File: config.mk
export PLATFORM = sky130hd
export DESIGN_NAME = dpbuf_fifo
export DESIGN_NICKNAME = d
export VERILOG_FILES = /design/src/rtl/dpbuf_pkg.sv /design/src/rtl/dpbuf_mem.sv /design/src/rtl/dpbuf_fifo.sv
export SDC_FILE = /design/constraint.sdc
export NUM_CORES = 1
export LEC_CHECK = 0
export CAP_MARGIN = 10
export CORE_MARGIN = 4
export CORE_UTILIZATION = 54
export CTS_CLUSTER_SIZE = 10
export DETAILED_ROUTE_END_ITERATION = 7
export HOLD_SLACK_MARGIN = 0.12
export PLACE_DENSITY_LB_ADDON = 0.05
export SETUP_SLACK_MARGIN = 0.5
export SLEW_MARGIN = 40
export SYNTH_ARGS = -nofsm -noshare
export SYNTH_HDL_FRONTEND = slang
export SYNTH_SLANG_ARGS = --single-unit
File: constraint.sdc
create_clock -name clk -period 3.05 [get_ports clk]
set_input_delay 0.61 -clock clk [delete_from_list [all_inputs] [get_ports clk]]
set_output_delay 0.61 -clock clk [all_outputs]
set_load 0.02 [all_outputs]
File: src/rtl/dpbuf_pkg.sv
// Shared constants and helpers for the dual-port buffered FIFO.
package dpbuf_pkg;

    localparam int DEF_ADDR_WDTH = 4;
    localparam int DEF_DATA_WDTH = 8;

    // Width of the level output: it must hold MEM_SIZE + 2 (memory plus in-flight plus output stage).
    function automatic int level_wdth(input int addr_wdth);
        return addr_wdth + 2;
    endfunction

endpackage

File: src/rtl/dpbuf_mem.sv
// Simple dual-port RAM with a registered read port (one cycle read latency).
// rd_dout_val marks the cycle in which rd_dout carries the word requested by rd_en.
module dpbuf_mem
    import dpbuf_pkg::*;
#(
    parameter int ADDR_WDTH = DEF_ADDR_WDTH,
    parameter int DATA_WDTH = DEF_DATA_WDTH
) (
    input  logic                 clk_wr,
    input  logic                 wr_en,
    input  logic [ADDR_WDTH-1:0] wr_addr,
    input  logic [DATA_WDTH-1:0] wr_data,
    input  logic                 clk_rd,
    input  logic                 rd_reset,
    input  logic                 rd_en,
    input  logic [ADDR_WDTH-1:0] rd_addr,
    output logic [DATA_WDTH-1:0] rd_dout,
    output logic                 rd_dout_val
);

    localparam int MEM_SIZE = 2 ** ADDR_WDTH;

    logic [DATA_WDTH-1:0] mem [MEM_SIZE];

    // Write port.
    // NOTE: the storage array has no reset; clearing it would cost a reset path per bit and the
    // pointers already make stale contents unreachable.
    always_ff @(posedge clk_wr) begin
        if (wr_en) begin
            mem[wr_addr] <= wr_data;
        end
    end

    // Registered read data.
    always_ff @(posedge clk_rd) begin
        if (rd_en) begin
            rd_dout <= mem[rd_addr];
        end
    end

    // Read-valid flag; cleared by reset so a read issued in the reset cycle is discarded.
    always_ff @(posedge clk_rd) begin
        if (rd_reset) begin
            rd_dout_val <= 1'b0;
        end else begin
            rd_dout_val <= rd_en;
        end
    end

endmodule

File: src/rtl/dpbuf_fifo.sv
// Synchronous FIFO built on a registered-read RAM, with a 2-entry output queue that hides the
// read latency and keeps out_val/out_data registered. Sustains one word per cycle in and out.
module dpbuf_fifo
    import dpbuf_pkg::*;
#(
    parameter int ADDR_WDTH = DEF_ADDR_WDTH,
    parameter int DATA_WDTH = DEF_DATA_WDTH
) (
    input  logic                             clk,
    input  logic                             sync_reset,
    input  logic [DATA_WDTH-1:0]             in_data,
    input  logic                             in_val,
    output logic                             in_rdy,
    output logic [DATA_WDTH-1:0]             out_data,
    output logic                             out_val,
    input  logic                             out_rdy,
    output logic [level_wdth(ADDR_WDTH)-1:0] level,
    output logic                             empty
);

    localparam int MEM_SIZE = 2 ** ADDR_WDTH;
    localparam int PTR_W    = ADDR_WDTH + 1;
    localparam int LVL_W    = level_wdth(ADDR_WDTH);
    localparam logic [PTR_W-1:0] MEM_FULL = PTR_W'(MEM_SIZE);

    logic [PTR_W-1:0]     wr_ptr;
    logic [PTR_W-1:0]     rd_ptr;
    logic [PTR_W-1:0]     mem_count;
    logic                 inflight;
    logic [1:0]           oq_count;
    logic [DATA_WDTH-1:0] oq_head;
    logic [DATA_WDTH-1:0] oq_tail;
    logic [1:0]           oq_count_n;
    logic [DATA_WDTH-1:0] oq_head_n;
    logic [DATA_WDTH-1:0] oq_tail_n;
    logic [2:0]           oq_demand;
    logic                 accept;
    logic                 pop;
    logic                 rd_en;
    logic [DATA_WDTH-1:0] rd_dout;
    logic                 rd_dout_val;

    // The extra pointer bit distinguishes full from empty; the difference is the memory occupancy.
    assign mem_count = wr_ptr - rd_ptr;

    // in_rdy depends only on the pointers, so there is no path from out_rdy to in_rdy.
    assign in_rdy   = (mem_count != MEM_FULL);
    assign accept   = in_val && in_rdy;
    assign out_val  = (oq_count != 2'd0);
    assign out_data = oq_head;
    assign pop      = out_val && out_rdy;

    // Issue a read only when the output queue can take the word when it arrives next cycle.
    assign oq_demand = 3'(oq_count) + 3'(inflight) - 3'(pop);
    assign rd_en     = (mem_count != '0) && (oq_demand < 3'd2);

    assign level = LVL_W'(mem_count) + LVL_W'(inflight) + LVL_W'(oq_count);
    assign empty = (level == '0);

    dpbuf_mem #(
        .ADDR_WDTH(ADDR_WDTH),
        .DATA_WDTH(DATA_WDTH)
    ) u_mem (
        .clk_wr      (clk),
        .wr_en       (accept && !sync_reset),
        .wr_addr     (wr_ptr[ADDR_WDTH-1:0]),
        .wr_data     (in_data),
        .clk_rd      (clk),
        .rd_reset    (sync_reset),
        .rd_en       (rd_en && !sync_reset),
        .rd_addr     (rd_ptr[ADDR_WDTH-1:0]),
        .rd_dout     (rd_dout),
        .rd_dout_val (rd_dout_val)
    );

    // Pointer and in-flight bookkeeping; reset wins over any accept or read in the same cycle.
    always_ff @(posedge clk) begin
        if (sync_reset) begin
            wr_ptr   <= '0;
            rd_ptr   <= '0;
            inflight <= 1'b0;
        end else begin
            if (accept) begin
                wr_ptr <= wr_ptr + PTR_W'(1);
            end
            if (rd_en) begin
                rd_ptr <= rd_ptr + PTR_W'(1);
            end
            inflight <= rd_en;
        end
    end

    // Output queue next state: pop shifts the tail to the head, then returning read data fills the first free slot.
    // NOTE: every output gets a default first so no path leaves a signal unassigned (no latch), and
    // blocking assignments let the push see the post-pop count within the same evaluation.
    always_comb begin
        oq_head_n  = oq_head;
        oq_tail_n  = oq_tail;
        oq_count_n = oq_count;
        if (pop) begin
            oq_head_n  = oq_tail;
            oq_count_n = oq_count - 2'd1;
        end
        if (rd_dout_val) begin
            if (oq_count_n == 2'd0) begin
                oq_head_n = rd_dout;
            end else begin
                oq_tail_n = rd_dout;
            end
            oq_count_n = oq_count_n + 2'd1;
        end
    end

    // Output queue registers; cleared on reset so out_data reads zero.
    always_ff @(posedge clk) begin
        if (sync_reset) begin
            oq_count <= 2'd0;
            oq_head  <= '0;
            oq_tail  <= '0;
        end else begin
            oq_count <= oq_count_n;
            oq_head  <= oq_head_n;
            oq_tail  <= oq_tail_n;
        end
    end

endmodule
# == After elaboration in Yosys (flattened, before gate mapping) ==
# Memories as Yosys holds them, arrays and structs flattened. A register that Yosys moved wholly into a read port is not among the register bits.
# Cells that the tools add are included.
# W data, S select, Z words.
# classes
magnitude_cmp,1
n_bitwise,1
muxes,7
eq_ne,1
n_addsub,9
reduce_logical,11
# ops
op,count
$mux W8,3
$add A5 B1 Y5 const B,2
$add A5 B1 Y6,1
$add A6 B2 Y6,1
$logic_not A6 Y1,1
$logic_and A1 B1 Y1,5
$ne A5 B5 Y1 const B,1
$reduce_bool A5 Y1,1
$sub A5 B5 Y5,1
$mux W2,2
$add A2 B1 Y3,1
$lt A3 B2 Y1 const B,1
$sub A3 B1 Y3,1
$add A2 B1 Y2 const B,1
$logic_not A2 Y1,1
$mux W1,2
$reduce_and A2 Y1,1
$reduce_bool A2 Y1,1
$sub A2 B1 Y2 const B,1
$logic_not A1 Y1,1
$not A1 Y1,1
# word_totals
register_bits,30
n_memories,1
ram_bits,128
output_inout_bits,17
inputBits,12
wordCells,38
# memory_table
name,depth,word_bits,read_ports,rd_ports_with_merged_regs,write_ports,line_no,rtl
u_mem.mem,16,8,1,1,1,dpbuf_mem.sv:23,logic [DATA_WDTH-1:0] mem [MEM_SIZE];

# == Depth between registers and ports, before layout ==
# Gate-level depths: netlist (run 1).
# depth
depth_word,6
depth_mapped,14
mapped_depth_nobuf,13

# == By module ==
# Synthesis (run 1) repeated with hierarchy kept, for this count alone.
# hier_totals
hier_cells,420
area_unflattened_um2,6925.4
# modules_own_cells
mod,cells_per_inst,instances,area_per_inst_um2,seq_area_each_um2
dpbuf_mem,231,1,5253.8,4103.9
dpbuf_fifo,189,1,1671.6,580.6

# == Worst setup path after synthesis (run 1) ==
# OpenSTA, ideal clock, no wires.
# synth_path
path_kind,register -> output
startpoint,register rd_ptr[1]
endpoint,output empty
t_required_ns,2.440
slack_ns,-0.495
stages_incl_launch_ff,10
arrival_time_ns,2.935
path_buffers,2
cell_sequence,dfxtp_1 -> clkbuf_1 -> inv_1 -> clkbuf_1 -> fa_1 -> inv_1 -> fa_1 -> nor3_1 -> a21oi_1 -> nor4b_1
# synth_via
elab_chain_len,4
# synth_rtl
element,line_no,rtl
"start, declared",dpbuf_fifo.sv:27,logic [PTR_W-1:0] rd_ptr;
"start signal, assigned",dpbuf_fifo.sv:87,rd_ptr <= rd_ptr + PTR_W'(1);
$sub A5 B5 Y5,dpbuf_fifo.sv:44,assign mem_count = wr_ptr - rd_ptr;
$add A5 B1 Y6,dpbuf_fifo.sv:57,assign level = LVL_W'(mem_count) + LVL_W'(inflight) + LVL_W'(oq_count);
$add A6 B2 Y6,dpbuf_fifo.sv:57,
$logic_not A6 Y1,dpbuf_fifo.sv:58,assign empty = (level == '0);
"end, declared",dpbuf_fifo.sv:18,output logic empty
# No other way between the ends.

# == Worst setup path in the final report (run 1) ==
# layout_path
startpoint,register wr_ptr[0]
endpoint,output empty
# layout_via
elab_chain_len,4
# layout_rtl
element,line_no,rtl
"start, declared",dpbuf_fifo.sv:26,logic [PTR_W-1:0] wr_ptr;
"start signal, assigned",dpbuf_fifo.sv:84,wr_ptr <= wr_ptr + PTR_W'(1);
$sub A5 B5 Y5,dpbuf_fifo.sv:44,
$add A5 B1 Y6,dpbuf_fifo.sv:57,
$add A6 B2 Y6,dpbuf_fifo.sv:57,
$logic_not A6 Y1,dpbuf_fifo.sv:58,
# No other way between the ends.

==> summary.txt, run 1 <==
dominant synthesized flop cell - edfxtp_1
Avg Synthesized Cell Area - 15.4 um2
later-pin clock latency in the skew report - 0.42 ns
status - finished, violations left
Max Clk Rate - 0.311 GHz
RSZ-0062 raised after global routing - yes
#FFs+latches synth - 166
IO Port Bufs - 28
Max Clock Skew - 0.00635 ns
r2r endpoint - u_mem.mem[11][6]
GRT overflow - 0
most frequent cell after synthesis - edfxtp_1
Cell Rows - 41
dpl cells - 670
vias in the first global route - 4239
CP Capture Type - output pin
DP HPWL - 9220 um
Max clock buf depth - 2
Largest stage delay, worst path - 0.58 ns
adder-cell area share of the yosys netlist - 0.0347
compound-cell area share of the yosys netlist - 0.0390
FFs w/ async S/R, synth - 0
# fillers - 842
Post-synth EDFFs - 136
HP Class - register to register
H-tree depth - 4
first-pass GRT wire length - 23000 um
hold_ws - 0.494 ns
post-synth cell types - 39
vias per std cell - 5.72
core area - 0.0127 mm2
largest net degree at the start of global routing - 37
Starting Density - 0.552
die width - 122 um
Hold Path End - oq_tail[6]
Pins Over Slew Limit - 0
Pleak - 3.13 nW
Pre-antenna DRT Iters - 4
critical path class - register to output pin
Min-Delay Path Depth - 2
Reg2Reg Depth - 15
CP Max Fanout - 4
worst slew pin tran - 0.698 ns
CTS clk-pin slew, worst paths - 0.06 ns
Syn-to-layout area delta - 28.5%
post-synthesis mux area share - 0.128
synthesized instance count - 455
Setup TNS Final - -0.402 ns
max cap viols - 0
Hold Crit Start - oq_tail[6]
# nets final - 563
failing checks - negative setup slack
Die Y - 122 um
Post-DP Area - 0.00801 mm2
CTS tree - built
Worst VDD drop - 0.577 mV
Yosys Warn Count - 0
Mapped Nets - 484
share of cells above drive strength 1 - 0.377
wire per inst - 20.3 um
initial drt markers - 356
CP cell instances - inv_2 -> ha_4 -> inv_2 -> fa_2 -> inv_2 -> fa_2 -> inv_2 -> nor4b_4 -> buf_4
initial antenna violation count - 0
GPL Wtd Cong - 0.806
Hold Violations, Final - 0
Synth Area in Simple Gates - 0.0894
crit path DAT - 2.60 ns
slowest CP cell - fa_2
r2r setup slk - 0.07 ns
Post-Layout Cell Count - 716
delay-heaviest family, CP - adder cells
final WL - 14600 um
final period utilization - 1.05
Ant. Diodes - 0
Seq/Total Area, Yosys - 0.669
most used cell, CP - inv_2
Num CTS Buffers - 17
Power Total - 8.11 mW
Post-synth top cells - 136 x edfxtp_1, 43 x nand2_1, 32 x mux4_2
Final Util - 0.710
final setup violation count - 6
Worst EP required - 2.44 ns
Residual DRC - 0
Slew Limit Headroom - 0.535
final setup margin - -0.162 ns
Synth top area share - 0.583
Vias - 4097
overall global routing resource usage - 0.212
synthesized area - 0.00700 mm2
CP bufs+invs - 5
combinational family with the most area after synthesis - multiplexers
# clock sinks - 166
reg-to-reg critical path startpoint - wr_ptr[0]
post-route ant nets - 0
CP Launch Type - register
DIE AREA - 0.0148 mm2
top post-synthesis cells by area - edfxtp_1 58%, mux4_2 10%, dfxtp_1 8.6%, ha_1 2.3%, nand2_1 2.3%
Finished Cell Area - 0.00900 mm2
Post-Place Worst Slack - -0.315 ns
root buffer cell - clkbuf_16
Tmin final - 3.21 ns
Synth area leader - edfxtp_1
# IOs - 29
PwrDens - 902 mW/mm2
xor-xnor portion of the synthesized cell area - 0.0113
-- cell families after synthesis --
logic type | Yosys count
fa+ha+maj | 17
buf+inv | 42
simple gates | 129
mux | 49
flops | 166
compound gates | 43
xor+xnor | 9
-- worst min-delay path, stage by stage, from the launching register on --
cell     delay, ns
dfxtp_1       0.32
mux2i_1       0.07
nor2_1        0.07
-- routing by layer --
metal / GRT usage / part of all wire / vias to the layer above
met4: 0.0651 / 0.016 / 0
li1: - / - / 1890
met1: 0.277 / 0.40 / 2094
met2: 0.357 / 0.53 / 94
met3: 0.0515 / 0.051 / 19
met5: 0 / 0 / -
-- layout by cell type (no fill, tap or decap), drive strengths merged, types with 2 or more instances in the layout --
cell,n
buf,65
or3,7
a211oi,10
bufinv,3
nand2b,9
a31oi,8
clkinv,8
xor2,5
and3,10
mux2i,16
ha,13
xnor2,4
a21oi,13
clkdlybuf4s50,19
clkinvlp,2
o21ai,9
clkbuf,17
dfxtp,30
nor4,4
nand2,43
nand4,3
nand3b,2
mux4,32
inv,16
nor2,27
nand3,2
fa,4
nor3,18
edfxtp,136
-- layout make-up --
cell class | count | area [um2] | area share
Clock buffer | 17 | 425 | 0.0473
Clock inverter | 12 | 139 | 0.0154
Inverter | 17 | 76.3 | 0.00848
Multi-Input combinational cell | 247 | 2610 | 0.290
Sequential cell | 166 | 4690 | 0.522
Tap cell | 172 | 215 | 0.0239
Timing Repair Buffer | 85 | 840 | 0.0933
-- state kept, by name, summed over array words and instances, names as in the netlist --
signal	cells
inflight	1
oq_count	2
oq_tail	8
out_data	8
rd_ptr	5
u_mem.mem	128
u_mem.rd_dout	8
u_mem.rd_dout_val	1
wr_ptr	5
-- where the power goes --
group	internal (mW)	switching, mW
combinational	1.61	1.64
clock	1.26	0.809
sequential	2.69	0.107
-- worst max-delay path by stage --
stage / from / endpoint / slack (ns) / cells past startpoint
2_1_floorplan: rd_ptr[1] / empty / 0.19 / 10
4_1_cts: wr_ptr[0] / empty / -0.17 / 11
3_5_place_dp: wr_ptr[0] / empty / -0.31 / 11
5_1_grt: wr_ptr[0] / empty / -0.30 / 11
6_report: wr_ptr[0] / empty / -0.16 / 9
3_3_place_gp: wr_ptr[0] / empty / -0.27 / 11
-- timing repair --
item                       CTS  global route
resized for setup           70            41
setup endpoints to repair  138           153
pin swaps                   18            21
hold buffers                 0             0
buffers inserted            13             4
hold endpoints to repair     0             0
(Power assumes the default switching activity.)
==> run 2, diff against run 1 <==
--- a/config.mk
+++ b/config.mk
@@ -16,4 +16,5 @@
 export SLEW_MARGIN = 40
 export SYNTH_ARGS = -nofsm -noshare
 export SYNTH_HDL_FRONTEND = slang
+export SYNTH_HIERARCHICAL = 1
 export SYNTH_SLANG_ARGS = --single-unit
==> run 2 against run 1 <==
Net effect: the run still ends with negative setup slack left; first-iteration DRC count shrank 25%; synthesized cell count shrank 7.7%; register-to-register slack lost 0.20 ns; worst setup slack lost 0.076 ns; clock-buffer cell count is the same; critical endpoint unchanged.
==> summary.txt, run 2 <==
CTS clk-pin slew, worst paths - 0.06 ns (about the same)
Largest stage delay, worst path - 0.54 ns (-0.04 ns)
post-route ant nets - 0 (unchanged)
status - finished, violations left
wire per inst - 19.3 um (-5.0%)
Slew Limit Headroom - 0.503 (-0.0319)
IO Port Bufs - 28 (unchanged)
# nets final - 532 (-5.5%)
RSZ-0062 raised after global routing - yes
Min-Delay Path Depth - 2 (unchanged)
Max Clock Skew - 0.00469 ns (-0.00166 ns)
Tmin final - 3.29 ns (+0.0764 ns)
FFs w/ async S/R, synth - 0 (unchanged)
compound-cell area share of the yosys netlist - 0.0513 (+0.0123)
# fillers - 828 (-1.7%)
delay-heaviest family, CP - adder cells
combinational family with the most area after synthesis - multiplexers
synthesized instance count - 420 (-7.7%)
Max clock buf depth - 2 (unchanged)
Die Y - 121 um (-0.50%)
#FFs+latches synth - 166 (unchanged)
Post-synth EDFFs - 136 (unchanged)
Max Clk Rate - 0.304 GHz (-2.3%)
# clock sinks - 166 (unchanged)
Vias - 3889 (-5.1%)
vias in the first global route - 3883 (-8.4%)
commonest cells after routing, fill and taps aside - 136 x edfxtp_1, 31 x buf_4, 25 x dfxtp_1
DIE AREA - 0.0147 mm2 (-0.99%)
Num CTS Buffers - 17 (unchanged)
Reg2Reg Depth - 16 (+1)
r2r endpoint - u_mem/mem[1][5]
Post-Place Worst Slack - -0.305 ns (+0.00964 ns)
Avg Synthesized Cell Area - 16.5 um2 (+7.2%)
Hold Violations, Final - 0 (unchanged)
Pins Over Slew Limit - 0 (unchanged)
Pre-antenna DRT Iters - 4 (unchanged)
slowest CP cell - fa_2
Worst VDD drop - 0.573 mV (-0.70%)
root buffer cell - clkbuf_16
CP Capture Type - output pin
final WL - 13300 um (-8.3%)
Residual DRC - 0 (unchanged)
Worst EP required - 2.44 ns (about the same)
# IOs - 29 (unchanged)
storage element area - 0.00470 mm2 (about the same)
die width - 121 um (-0.50%)
worst slew pin tran - 0.744 ns (+0.0464 ns)
Synth Area in Simple Gates - 0.0692 (-0.0202)
largest net degree at the start of global routing - 37 (unchanged)
Cell Rows - 41 (unchanged)
H-tree depth - 4 (unchanged)
Mapped Nets - 446 (-7.9%)
Hold Crit Start - oq_tail[3]
Pleak - 3.02 nW (-3.7%)
multi-input logic area - 0.00245 mm2 (-5.9%)
most flop-heavy register - u_mem/mem
Starting Density - 0.551 (-0.00136)
Ant. Diodes - 0 (unchanged)
critical path class - register to output pin
initial antenna violation count - 0 (unchanged)
CTS tree - built
most used cell, CP - ha_4
CP cell instances - inv_4 -> ha_4 -> inv_2 -> fa_2 -> buf_6 -> ha_4 -> nor2b_4 -> nor4_4 -> a21oi_2 -> nor4b_4 -> buf_4
Setup TNS Final - -8.25 ns (-7.85 ns)
PwrDens - 923 mW/mm2 (+2.3%)
CP Max Fanout - 2 (-2)
DP HPWL - 8610 um (-6.6%)
Post-synth top cells - 136 x edfxtp_1, 33 x nor2_1, 30 x dfxtp_1
failing checks - negative setup slack
GPL Wtd Cong - 0.747 (-7.3%)
final setup margin - -0.238 ns (-0.0764 ns)
post-synth cell types - 42 (+7.7%)
r2r setup slk - -0.13 ns (-0.20 ns)
initial drt markers - 268 (-25%)
adder-cell area share of the yosys netlist - 0.0296 (-0.00505)
final setup violation count - 125 (+119)
later-pin clock latency in the skew report - 0.41 ns (about the same)
dominant synthesized flop cell - edfxtp_1
top post-synthesis cells by area - edfxtp_1 59%, dfxtp_1 8.7%, mux4_2 5.9%, mux4_1 5.3%, mux2i_1 2.3%
xor-xnor portion of the synthesized cell area - 0.0114 (+0.000120)
crit path DAT - 2.68 ns (+0.08 ns)
post-synthesis mux area share - 0.135 (+0.00678)
hold buffers post-CTS - 0 (unchanged)
final period utilization - 1.08 (+0.0251)
GRT overflow - 0 (unchanged)
max reg flops - 128 (unchanged)
first-pass GRT wire length - 21200 um (-7.8%)
CP Launch Type - register
HP Class - register to register
hold_ws - 0.496 ns (+0.00237 ns)
max cap viols - 0 (unchanged)
Syn-to-layout area delta - 28.7% (about the same)
vias per std cell - 5.63 (-1.6%)
share of cells above drive strength 1 - 0.347 (-0.0300)
overall global routing resource usage - 0.198 (-0.0147)
most frequent cell after synthesis - edfxtp_1
Yosys Warn Count - 6 (+6)
Hold Path End - oq_tail[3]
core area - 0.0126 mm2 (-0.81%)
Seq/Total Area, Yosys - 0.676 (+0.00713)
Synth top area share - 0.590 (+0.00622)
Synth area leader - edfxtp_1
CP bufs+invs - 4 (-1)
commonest non-fill, non-tap cell in the layout - edfxtp_1
reg-to-reg critical path startpoint - wr_ptr[0]
synthesized area - 0.00693 mm2 (-1.1%)
run 2: cell types whose count changed after synthesis, sizes merged, moves of 7 or more:
cell	before	now
nor3	18	9
clkbuf	14	4
nand2	43	18
a31oi	8	0
a22oi	0	16
nor2	27	34
and3	10	1
run 2: metrics by stage:
step,std cells,utilization,power (mW),instance area (um2)
floorplan,420,-,4.79,7190
global placement,645,0.633,5.69,7950
detailed placement,645,0.633,5.75,7950
CTS,683,0.694,8.04,8720
global route,691,0.709,8.68,8910
finish,691,0.709,8.22,8910
run 2: logic make-up (layout without fill, tap and decap cells):
group | after synthesis | in the layout
buf+inv | 33 | 132
simple gates | 96 | 96
fa+ha+maj | 14 | 14
compound gates | 54 | 54
flops | 166 | 166
mux | 48 | 48
xor+xnor | 9 | 9
run 2: report_power, final:
group          switching, mW  internal (mW)
Sequential             0.108           2.68
Combinational           1.67           1.69
Clock                  0.794           1.27
Total                   2.58           5.64
run 2: worst reg2reg max path, cell delays in order (launching register included):
cell	delay, ns
dfxtp_4	0.35
inv_4	0.04
ha_4	0.15
inv_2	0.05
fa_2	0.45
buf_6	0.14
buf_4	0.13
nand3b_1	0.15
a211o_2	0.31
a211oi_4	0.28
buf_4	0.16
buf_6	0.11
nor3_4	0.04
or3b_4	0.27
buf_12	0.12
nor2_4	0.04
buf_12	0.16
run 2: repair_timing:
item / 4_1_cts / 5_1_grt
pin swaps: 14 / 17
setup endpoints to repair: 149 / 155
gates cloned: 0 / 2
setup buffers: 6 / 6
endpoints found under the hold margin: 0 / 0
resized for setup: 72 / 32
run 2: per-layer routing:
metal	track usage	vias up	wire, um
met3	0.0401	23	705
li1	-	1838	-
met5	0	-	0
met2	0.325	101	7080
met1	0.258	1927	5220
met4	0.0861	0	347
run 2: layout make-up:
| type | instances | share of cell area |
|---|---|---|
| clock buffer | 17 | 0.0477 |
| clock inverter | 15 | 0.0183 |
| inverter | 16 | 0.00843 |
| multi-input combinational | 221 | 0.275 |
| sequential | 166 | 0.527 |
| tap | 172 | 0.0242 |
| timing repair buffer | 84 | 0.0990 |
run 2: worst max-delay path by stage:
stage	depth (start not counted)	slack, ns	to	start
after global placement	10	-0.24	empty	wr_ptr[0]
after global routing	11	-0.35	empty	wr_ptr[0]
after CTS	11	-0.25	empty	wr_ptr[0]
final	11	-0.24	empty	wr_ptr[0]
after detailed placement	10	-0.31	empty	wr_ptr[0]
after floorplan	9	0.14	empty	wr_ptr[0]
